File: config.mk
export PLATFORM = sky130hd
export DESIGN_NAME = hpdcache_core_req_adapter
export DESIGN_NICKNAME = d
export VERILOG_FILES = /design/src/rtl/hpdcache_pkg.sv /design/src/rtl/hpdcache_fifo_reg.sv /design/src/rtl/hpdcache_core_req_adapter.sv
export SDC_FILE = /design/constraint.sdc
export NUM_CORES = 1
export LEC_CHECK = 0
export CAP_MARGIN = 20
export CORE_MARGIN = 2
export CORE_UTILIZATION = 45
export DETAILED_ROUTE_END_ITERATION = 16
export PLACE_DENSITY = 0.73
export SLEW_MARGIN = 20
export SYNTH_ARGS = -nofsm -noshare
export SYNTH_HDL_FRONTEND = slang
export SYNTH_HIERARCHICAL = 1
export SYNTH_SLANG_ARGS = --single-unit
File: constraint.sdc
create_clock -name clk_i -period 6.1 [get_ports clk_i]
set_clock_uncertainty 0.05 [all_clocks]
set_input_delay 1.22 -clock clk_i [delete_from_list [all_inputs] [get_ports clk_i]]
set_output_delay 1.22 -clock clk_i [all_outputs]
set_load 0.01 [all_outputs]
File: src/rtl/hpdcache_pkg.sv
// Shared HPDcache types used by the core request adapter and its FIFO.
package hpdcache_pkg;

    localparam int unsigned HPDCACHE_TAG_WIDTH = 28;
    localparam int unsigned HPDCACHE_REQ_ADAPTER_DEFAULT_MAX_OUTSTANDING = 8;

    typedef struct packed {
        logic uncacheable;
        logic io;
    } hpdcache_pma_t;

    // A zero field means "not constrained by the configuration".
    typedef struct packed {
        int unsigned tag_width;
        int unsigned n_requesters;
    } hpdcache_cfg_t;

    typedef struct packed {
        logic [11:0] addr_offset;
        logic [31:0] wdata;
        logic [3:0]  op;
        logic [2:0]  sid;
        logic [3:0]  tid;
        logic        need_rsp;
    } hpdcache_default_req_t;

endpackage

File: src/rtl/hpdcache_fifo_reg.sv
// Generic DEPTH x WIDTH register FIFO; pointers wrap at DEPTH-1 so any DEPTH >= 1 works.
module hpdcache_fifo_reg #(
    parameter int unsigned DEPTH = 2,
    parameter int unsigned WIDTH = 1
) (
    input  logic             clk_i,
    input  logic             rst_ni,
    input  logic             push_i,
    input  logic [WIDTH-1:0] wdata_i,
    output logic             full_o,
    input  logic             pop_i,
    output logic [WIDTH-1:0] rdata_o,
    output logic             empty_o
);
    localparam int unsigned PTR_W = (DEPTH > 1) ? $clog2(DEPTH) : 1;
    localparam int unsigned OCC_W = $clog2(DEPTH + 1);

    logic [WIDTH-1:0] mem_q [DEPTH];
    logic [PTR_W-1:0] wptr_q;
    logic [PTR_W-1:0] rptr_q;
    logic [OCC_W-1:0] occ_q;

    function automatic logic [PTR_W-1:0] ptr_inc(input logic [PTR_W-1:0] ptr);
        return (ptr == PTR_W'(DEPTH - 1)) ? '0 : ptr + PTR_W'(1);
    endfunction

    assign full_o  = (occ_q == OCC_W'(DEPTH));
    assign empty_o = (occ_q == '0);
    assign rdata_o = mem_q[rptr_q];

    // NOTE: state registers use non-blocking assignments so every flop samples pre-edge values.
    always_ff @(posedge clk_i or negedge rst_ni) begin
        if (!rst_ni) begin
            wptr_q <= '0;
            rptr_q <= '0;
            occ_q  <= '0;
        end else begin
            if (push_i) wptr_q <= ptr_inc(wptr_q);
            if (pop_i)  rptr_q <= ptr_inc(rptr_q);
            if (push_i && !pop_i)      occ_q <= occ_q + OCC_W'(1);
            else if (pop_i && !push_i) occ_q <= occ_q - OCC_W'(1);
        end
    end

    // NOTE: storage is not reset; occupancy alone decides which entries are meaningful.
    always_ff @(posedge clk_i) begin
        if (push_i) mem_q[wptr_q] <= wdata_i;
    end

`ifndef SYNTHESIS
    assert property (@(posedge clk_i) disable iff (!rst_ni) !(push_i && full_o))
        else $error("push into a full FIFO");
    assert property (@(posedge clk_i) disable iff (!rst_ni) !(pop_i && empty_o))
        else $error("pop from an empty FIFO");
`endif

endmodule

File: src/rtl/hpdcache_core_req_adapter.sv
// Per-requester front-end: queues single-cycle requests, re-times tag/PMA to the cycle
// after the handshake and limits in-flight requests that expect a response.
module hpdcache_core_req_adapter
    import hpdcache_pkg::*;
#(
    parameter hpdcache_cfg_t hpdcacheCfg     = '0,
    parameter type           hpdcache_req_t  = hpdcache_default_req_t,
    parameter type           hpdcache_tag_t  = logic [HPDCACHE_TAG_WIDTH-1:0],
    parameter int unsigned   DEPTH           = 2,
    parameter int unsigned   MAX_OUTSTANDING = HPDCACHE_REQ_ADAPTER_DEFAULT_MAX_OUTSTANDING,
    localparam int unsigned  CNT_W           = $clog2(MAX_OUTSTANDING + 1)
) (
    input  logic            clk_i,
    input  logic            rst_ni,
    input  logic            in_req_valid_i,
    output logic            in_req_ready_o,
    input  hpdcache_req_t   in_req_i,
    input  hpdcache_tag_t   in_tag_i,
    input  hpdcache_pma_t   in_pma_i,
    output logic            out_req_valid_o,
    input  logic            out_req_ready_i,
    output hpdcache_req_t   out_req_o,
    output logic            out_abort_o,
    output hpdcache_tag_t   out_tag_o,
    output hpdcache_pma_t   out_pma_o,
    input  logic            rsp_valid_i,
    output logic [CNT_W-1:0] outstanding_o,
    output logic            busy_o
);
    if (DEPTH < 1 || MAX_OUTSTANDING < 1) begin : g_param_check
        $error("DEPTH and MAX_OUTSTANDING must both be at least 1");
    end
    if (hpdcacheCfg.tag_width != 0 && hpdcacheCfg.tag_width != $bits(hpdcache_tag_t)) begin : g_cfg_check
        $error("hpdcache_tag_t width disagrees with the cache configuration");
    end

    typedef struct packed {
        hpdcache_req_t req;
        hpdcache_tag_t tag;
        hpdcache_pma_t pma;
    } entry_t;

    entry_t           push_entry;
    entry_t           head;
    logic             full;
    logic             empty;
    logic             push;
    logic             pop;
    logic             credit_ok;
    logic             issue_rsp;
    logic [CNT_W-1:0] cnt_q;
    logic [CNT_W-1:0] cnt_d;
    hpdcache_tag_t    tag_q;
    hpdcache_pma_t    pma_q;

    assign push_entry = '{req: in_req_i, tag: in_tag_i, pma: in_pma_i};
    assign push       = in_req_valid_i & ~full;
    assign pop        = out_req_valid_o & out_req_ready_i;

    hpdcache_fifo_reg #(
        .DEPTH(DEPTH),
        .WIDTH($bits(entry_t))
    ) i_fifo (
        .clk_i  (clk_i),
        .rst_ni (rst_ni),
        .push_i (push),
        .wdata_i(push_entry),
        .full_o (full),
        .pop_i  (pop),
        .rdata_o(head),
        .empty_o(empty)
    );

    // Readiness is a function of state only, so a full FIFO never accepts a pop-through push.
    assign in_req_ready_o  = ~full;
    assign credit_ok       = ~head.req.need_rsp | (cnt_q < CNT_W'(MAX_OUTSTANDING));
    assign out_req_valid_o = ~empty & credit_ok;
    assign out_req_o       = head.req;
    assign issue_rsp       = pop & head.req.need_rsp;

    always_comb begin
        // NOTE: default first so every path assigns cnt_d and no latch is inferred.
        cnt_d = cnt_q;
        if (issue_rsp && !rsp_valid_i) begin
            cnt_d = cnt_q + CNT_W'(1);
        end else if (rsp_valid_i && !issue_rsp && cnt_q != '0) begin
            cnt_d = cnt_q - CNT_W'(1);
        end
    end

    always_ff @(posedge clk_i or negedge rst_ni) begin
        if (!rst_ni) begin
            cnt_q <= '0;
            tag_q <= '0;
            pma_q <= '0;
        end else begin
            cnt_q <= cnt_d;
            if (pop) begin
                tag_q <= head.tag;
                pma_q <= head.pma;
            end
        end
    end

    assign out_abort_o   = 1'b0;
    assign out_tag_o     = tag_q;
    assign out_pma_o     = pma_q;
    assign outstanding_o = cnt_q;
    assign busy_o        = ~empty | (cnt_q != '0);

`ifndef SYNTHESIS
    // The counter cannot rise without a pop, so a presented request stays presented.
    assert property (@(posedge clk_i) disable iff (!rst_ni)
        out_req_valid_o && !out_req_ready_i |=> out_req_valid_o && $stable(out_req_o))
        else $error("out_req_o changed while waiting for the arbiter");
    assert property (@(posedge clk_i) disable iff (!rst_ni) cnt_q <= CNT_W'(MAX_OUTSTANDING))
        else $error("outstanding counter above MAX_OUTSTANDING");
    assert property (@(posedge clk_i) disable iff (!rst_ni) rsp_valid_i |-> cnt_q != '0)
        else $warning("response received with no request outstanding");
`endif

endmodule

## After elaboration in Yosys (flattened, before gate mapping)

Memory sizes are Yosys's and may differ from the RTL's.
Cells that the tools add are included.

| storage, ports and cells | value |
|---|---|
| register bits | 38 |
| bits in writable memories | 172 |
| bits of input ports | 91 |
| word-level logic and storage cells | 46 |
| memories kept | 1 |

Memory list:

| memory | depth | bits a word | read ports | clocked after Yosys merged registers in | wr ports | line | RTL |
|---|---|---|---|---|---|---|---|
| i_fifo.mem_q | 2 | 86 | 1 | 0 | 1 | hpdcache_fifo_reg.sv:18 | `logic [WIDTH-1:0] mem_q [DEPTH];` |

| operators by class | value |
|---|---|
| add/subtract/negate cells | 6 |
| magnitude comparators | 1 |
| eq/ne operators | 1 |
| multiplexer cells | 8 |
| bitwise logic cells | 9 |
| reduce and logical (&&, ||, !) cells | 13 |

Operators with widths:

| operator | count |
|---|---|
| 2-to-1 mux 4 bit | 2 |
| logical AND 1 bit | 5 |
| adder 4 x 1 -> 4 bit (second input constant) | 1 |
| AND 1 bit | 4 |
| logical NOT 1 bit | 4 |
| < comparator 4 bit (second input constant) | 1 |
| 2-to-1 mux 1 bit | 4 |
| 2-to-1 mux 2 bit | 2 |
| nonzero test 2 bit | 2 |
| nonzero test 4 bit | 1 |
| subtractor 4 x 1 -> 4 bit (second input constant) | 1 |
| inverter 1 bit | 3 |
| adder 1 bit (second input constant) | 2 |
| adder 2 x 1 -> 2 bit (second input constant) | 1 |
| equality test 2 bit (second input constant) | 1 |
| logical NOT 2 bit | 1 |
| OR 1 bit | 2 |
| subtractor 2 x 1 -> 2 bit (second input constant) | 1 |

## Depth between registers and ports, before layout

Gate-level depths: netlist of run 1.
An unclocked memory read counts as a cell.

| logic depth | value |
|---|---|
| depth in word-level cells | 11 |
| gate-level depth with buffers | 13 |
| gate-level depth less buffers | 9 |

## Modules after synthesis

Netlist of run 1, hierarchy kept.

By module, submodules not included:

| module | times used | cells each | area each (µm²) | sequential area each (µm²) |
|---|---|---|---|---|
| hpdcache_fifo_reg | 1 | 284 | 6513.7 | 5265.0 |
| hpdcache_core_req_adapter | 1 | 96 | 1447.6 | 850.8 |

## Worst setup path before layout of run 1

OpenSTA, ideal clock, no wires.

| timing | value |
|---|---|
| path kind | input-to-reg |
| start | input port in_req_valid_i |
| end | memory i_fifo/mem_q[0][0] in the netlist's numbering, enable pin |
| setup time | 0.541 ns |
| arrival | 5.297 ns |
| data required time | 5.509 ns |
| slack | 0.211 ns |
| stages on the path | 2 |
| path through | nor2b_1 > nor2b_1 |

| on the way | value |
|---|---|
| longest elaborated chain between the ends | 3 |

Ends and longest elaborated chain:

| element | line | RTL |
|---|---|---|
| start: declaration | hpdcache_core_req_adapter.sv:15 | `input logic in_req_valid_i,` |
| AND 1 bit | hpdcache_core_req_adapter.sv:57 | `assign push = in_req_valid_i & ~full;` |
| 2-to-1 mux 1 bit | hpdcache_fifo_reg.sv:47 | `if (push_i) mem_q[wptr_q] <= wdata_i;` |
| 2-to-1 mux 1 bit (not written as such) | hpdcache_fifo_reg.sv:47 |  |
| end: declaration | hpdcache_fifo_reg.sv:18 |  |

No other way between the ends.

## Final worst setup path of run 1

| timing | value |
|---|---|
| start | register i_fifo.rptr_q |
| end | output port out_req_valid_o |

| on the way | value |
|---|---|
| longest elaborated chain between the ends | 4 |

Ends and longest elaborated chain:

| element | line | RTL |
|---|---|---|
| start: declaration | hpdcache_fifo_reg.sv:20 | `logic [PTR_W-1:0] rptr_q;` |
| start signal: assignment | hpdcache_fifo_reg.sv:39 | `if (pop_i) rptr_q <= ptr_inc(rptr_q);` |
| memory (2 x 86 bit) | -- |  |
| inverter 1 bit | hpdcache_core_req_adapter.sv:76 | `assign credit_ok = ~head.req.need_rsp \| (cnt_q < CNT_W'(MAX_OUTSTANDING));` |
| OR 1 bit | hpdcache_core_req_adapter.sv:76 |  |
| AND 1 bit | hpdcache_core_req_adapter.sv:77 | `assign out_req_valid_o = ~empty & credit_ok;` |
| end: declaration | hpdcache_core_req_adapter.sv:20 | `output logic out_req_valid_o,` |

No other way between the ends.

==> results of run 1 <==
-- final cells by class --
| class | instances | area [um2] |
|---|---|---|
| multi-input combinational | 152 | 1740 |
| timing repair buffer | 188 | 1910 |
| inverter | 4 | 15.0 |
| sequential | 210 | 6120 |
| clock inverter | 6 | 56.3 |
| fill | 1225 | 6500 |
| clock buffer | 34 | 678 |
| tap | 225 | 282 |
-- power groups by stage --
stage | combinational (mW) | sequential (mW) | clock, mW
2_1_floorplan | 0.981 | 2.23 | 0
3_3_place_gp | 1.72 | 2.26 | 0
3_5_place_dp | 1.77 | 2.28 | 0
4_1_cts | 1.78 | 2.25 | 1.34
5_1_grt | 1.88 | 2.29 | 1.40
6_report | 1.75 | 2.24 | 1.30
-- worst reg2reg max path, delay by kind of cell (launching register included) --
| family | cells | cell delay [ps] |
|---|---|---|
| flops | 1 | 1070 |
| compound gates | 3 | 450 |
| fa+ha+maj | 1 | 340 |
| simple gates | 3 | 440 |
| mux | 1 | 360 |
-- metrics by stage --
step	utilization [%]	instances	hold WS, ps
after detailed placement	58.2	779	431
after global routing	62.4	819	453
after floorplan	-	380	405
after global placement	57.9	777	424
final	62.4	819	440
after CTS	62.4	819	444
-- per-layer routing --
| layer | track usage, % | up-vias |
|---|---|---|
| met5 | 0 | - |
| met2 | 26.3 | 129 |
| met1 | 18.2 | 1999 |
| met4 | 5.73 | 0 |
| li1 | - | 1851 |
| met3 | 3.48 | 31 |
-- kinds of logic (layout without fill, tap and decap cells) --
logic type      count (synthesis)  in the layout
other cells                     1              1
buf+inv                        18            232
xor+xnor                        7              7
fa+ha+maj                       4              4
compound gates                  5              5
flops                         210            210
mux                           118            118
simple gates                   17             17
-- path summary, 6_finish.rpt --
kind | from | endpoint | slack [ps] | depth (start not counted)
max reg2reg | i_fifo/rptr_q | outstanding_o[3] | 3260 | 8
max | i_fifo/rptr_q | out_req_valid_o | 2190 | 3
min in group asynchronous | rst_ni | out_tag_o[22] | 830 | 1
min | out_pma_o[0] | out_pma_o[0] | 440 | 1
max in group asynchronous | rst_ni | i_fifo/rptr_q | 4470 | 1
min reg2reg | out_pma_o[0] | out_pma_o[0] | 440 | 1
-- cell usage in the layout (no fill, tap or decap), drive strengths merged, types with 4 or more instances in the layout --
cell type      netlist  layout
mux2               118     118
buf                 14       6
xor2                 5       5
edfxtp             172     172
dfrtp               38      38
clkbuf               0      34
inv                  4       4
clkdlybuf4s50        0     182
clkinv               0       4
-- flip-flops by register name, summed over array words and instances (netlist names) --
name / cells
outstanding_o: 4
out_tag_o: 28
i_fifo/rptr_q: 1
i_fifo/wptr_q: 1
out_pma_o: 2
i_fifo/mem_q: 172
i_fifo/occ_q: 2
==> impl_metrics.json, run 1 <==
{
  "antenna_cells": 0,
  "min_period_ps": 3910,
  "relSlewSlack_pct": 30.0,
  "power.internal_mw": 3.86,
  "synth_fp_nets": 475,
  "status": "finished clean",
  "dpl-instance-area_mm2": 0.0101,
  "htree_levels": 1,
  "wire_per_inst_um": 17.4,
  "setup_tns_ps": 0,
  "met1_length_mm": 5.64,
  "cts.sinks": 210,
  "post_cts_buffers": 0,
  "synthCells": 380,
  "worst_pin_slew_ps": 1050,
  "holdBufCountCts": 0,
  "yosys.area.top_type_share_pct": 64.9,
  "dr_wl_met2_mm": 7.23,
  "crit_chain": "mux2_4, a21oi_1, clkdlybuf4s50_1",
  "min_period_over_period_pct": 64.0,
  "clock_path_buffers": 3,
  "clk_latency_ps": 480,
  "grt_max_degree": 65,
  "crit_path_start_kind": "flop",
  "synth_area_leader_cell": "edfxtp_1",
  "powerDensity_mw_per_mm2": 490,
  "synth-compound-area-share_pct": 0.534,
  "grt_pass1_wl_mm": 21.8,
  "fin_ws_ps": 2190,
  "ys_ff_latch": 210,
  "synth_mux_area_share_pct": 18.2,
  "crit_fanout": 64,
  "synthFlopType": "edfxtp_1",
  "setup_viol": 0,
  "die_w_um": 137,
  "syn_area_mm2": 0.00796,
  "synth_fa_ha_area_share_pct": 0.723,
  "grt_pass1_vias": 4247,
  "dp_hpwl_mm": 9.26,
  "worst-path-buf-inv": 1,
  "swShare_pct": 27.0,
  "yosys-top-cells-count": "172 x edfxtp_1, 56 x mux2_2, 38 x dfrtp_1, 32 x mux2_4, 30 x mux2_1",
  "met3WireLength_um": 946,
  "dr.max_layer_used": "met4",
  "rsz0062_at_grt": "no",
  "first_pass_iters": 4,
  "critPathMaxStageDelay_ps": 1070,
  "drc": 0,
  "synthArstFlopShare_pct": 18.1,
  "antenna_found_initial": 0,
  "finalPower_mw": 5.29,
  "cap_violations": 0,
  "fp.dieArea_mm2": 0.0188,
  "path_delay_family": "flip-flops",
  "cp-end-kind": "primary output",
  "ir_drop_uv": 276,
  "slew_violations": 0,
  "cts_root_buf": "clkbuf_16",
  "start_util_pct": 46.0,
  "final_area_mm2": 0.0108,
  "io_buffers": 183,
  "routed_wl_mm": 14.3,
  "combPwrFrac_pct": 33.0,
  "cts_made_buffers": 22,
  "leakagePower_nw": 3.90,
  "ios": 185,
  "yosysWarnings": 6,
  "yosys.cell_count.top_type": "edfxtp_1",
  "cts_tree": "done",
  "synth_edf_count": 172,
  "vias": 4010,
  "drive_gt1_share_pct": 22.9,
  "initialDrtViolationCount": 164,
  "core_area_mm2": 0.0173,
  "seqPwrFrac_pct": 42.3,
  "area_growth_pct": 35.6,
  "synth.top_cells.by_area": "edfxtp_1 65%, dfrtp_1 12%, mux2_2 7.9%",
  "worstPathRequired_ps": 4830,
  "die_h_um": 137,
  "ant_nets": 0,
  "yosysSeqAreaShare_pct": 76.8,
  "synth_top_family_by_area": "multiplexers",
  "min_path_type": "flop to flop",
  "critPathKind": "flop to primary output",
  "power_frac_clock_pct": 24.6,
  "cts_resized": 0,
  "dpl_worst_slack_ps": 2510,
  "hold_viol": 0,
  "viasPerCell": 4.90,
  "synth_xor_area_share_pct": 0.770,
  "p_sw_mw": 1.43,
  "grtUsageTotal_pct": 15.1,
  "rows": 48,
  "slowest_stage": "dfrtp_4",
  "cp.arrival_ps": 2640,
  "synthDistinctLibCells": 29,
  "synth_simple_gate_area_share_pct": 1.41,
  "gp_congestion": 0.722,
  "clkTransAtPathRegs_ps": 60,
  "fmax_ghz": 0.256,
  "final_nets": 673,
  "avgSynthCellArea_um2": 21.0,
  "overflow": 0
}
No activity file was read; power rests on OpenSTA's default activity.
==> inputs of run 2 (changes only) <==
==> constraint.sdc (replaced) <==
create_clock -name clk_i -period 3.93 [get_ports clk_i]
set_clock_uncertainty 0.05 [all_clocks]
set_input_delay 0.786 -clock clk_i [delete_from_list [all_inputs] [get_ports clk_i]]
set_output_delay 0.786 -clock clk_i [all_outputs]
set_load 0.01 [all_outputs]
==> impl_metrics.json, run 2 (same netlist as run 1, synthesis figures left out) <==
{
  "status": "finished clean",
  "largest_reg_flops": 172,
  "relSlewSlack_pct": 37.3,
  "viasPerCell": 4.94,
  "gp_congestion": 0.790,
  "min_path_type": "input port to async pin",
  "grtUsageTotal_pct": 16.1,
  "core_area_mm2": 0.0173,
  "setup_viol": 0,
  "io_buffers": 183,
  "drive_gt1_share_pct": 23.0,
  "antenna_found_initial": 0,
  "crit_path_start_kind": "flop",
  "cp-end-kind": "primary output",
  "overflow": 0,
  "dr.max_layer_used": "met4",
  "cp.arrival_ps": 2600,
  "leakagePower_nw": 3.90,
  "initialDrtViolationCount": 148,
  "fp.dieArea_mm2": 0.0188,
  "worstPathRequired_ps": 3090,
  "htree_levels": 1,
  "hold_viol": 0,
  "final_cell_mix": "182 x clkdlybuf4s50_1, 172 x edfxtp_1, 56 x mux2_2",
  "finalPower_mw": 8.29,
  "cts.sinks": 210,
  "clk_latency_ps": 490,
  "ant_nets": 0,
  "post-route-util_pct": 62.5,
  "fmax_ghz": 0.291,
  "clock_path_buffers": 3,
  "top_register": "i_fifo/mem_q",
  "critPathKind": "flop to primary output",
  "dpl-instance-area_mm2": 0.0101,
  "worst_pin_slew_ps": 941,
  "rows": 48,
  "holdBufCountCts": 0,
  "vias": 4063,
  "grt_max_degree": 56,
  "min_period_ps": 3440,
  "cts_root_buf": "clkbuf_16",
  "dr_wl_met2_mm": 7.83,
  "rsz0062_at_grt": "no",
  "cts_resized": 0,
  "ios": 185,
  "drc": 0,
  "met1_length_mm": 6.11,
  "die_w_um": 137,
  "clkTransAtPathRegs_ps": 60,
  "slew_violations": 0,
  "final_common_cell": "clkdlybuf4s50_1",
  "first_pass_iters": 4,
  "cap_violations": 0,
  "wire_per_inst_um": 18.7,
  "setup_tns_ps": 0,
  "routed_wl_mm": 15.4,
  "final_area_mm2": 0.0108,
  "min_period_over_period_pct": 87.5,
  "cts_tree": "done",
  "cts_made_buffers": 22,
  "die_h_um": 137,
  "powerDensity_mw_per_mm2": 767,
  "final_nets": 675,
  "area_growth_pct": 35.8,
  "met3WireLength_um": 953,
  "start_util_pct": 46.0,
  "ir_drop_uv": 471,
  "post_cts_buffers": 0,
  "dp_hpwl_mm": 10.2,
  "grt_pass1_vias": 4239,
  "grt_pass1_wl_mm": 22.7,
  "crit_fanout": 41
}
==> run 2: changes by cell type in the layout (fill, tap and decap cells not counted), sizes merged <==
cell      delta
diode        +1
bufinv       +2
clkinvlp     -1
clkinv       +5
buf          +2
clkbuf       -6
==> run 2: worst paths after layout <==
kind / endpoint / startpoint / slack [ps] / cells past startpoint
min reg2reg: out_tag_o[14] / out_tag_o[14] / 440 / 1
min in group clk_i: out_tag_o[14] / out_tag_o[14] / 440 / 1
min: out_tag_o[1] / rst_ni / 390 / 1
max: out_req_o[42] / i_fifo/rptr_q / 490 / 3
max in group asynchronous: i_fifo/rptr_q / rst_ni / 2750 / 1
max reg2reg: outstanding_o[3] / i_fifo/rptr_q / 1400 / 8
==> run 2: per-layer routing <==
layer,global-route usage (%),vias to the layer above
li1,-,1876
met1,19.7,2011
met2,27.8,140
met3,2.93,36
met4,6.87,0
met5,0,-
==> run 2: area by class of cell <==
class,count,area (um2)
antenna,1,2.50
sequential,210,6120
tap,225,282
fill,1215,6490
clock inverter,12,154
inverter,4,15.0
multi-input combinational,152,1740
timing repair buffer,190,1920
clock buffer,28,583
==> run 2: where the power goes <==
group | switching [mW] | internal (mW) | leakage [nW] | total, mW
Sequential | 0.330 | 3.11 | 2.04 | 3.44
Combinational | 1.15 | 1.64 | 1.50 | 2.79
Clock | 0.802 | 1.25 | 0.361 | 2.06
==> run 2: metrics by stage <==
step | hold WS [ps] | worst slack, ps | cells
after CTS | 413 | 464 | 821
final | 392 | 491 | 822
after detailed placement | 430 | 988 | 781
after global routing | 452 | 381 | 821
after floorplan | 406 | 121 | 380
after global placement | 424 | 1040 | 781
==> run 2: worst max-delay path, cell delays in order, from the launching register on <==
cell             delay, ps
dfrtp_4                820
buf_4                  380
mux2_2                 370
clkdlybuf4s50_1        510
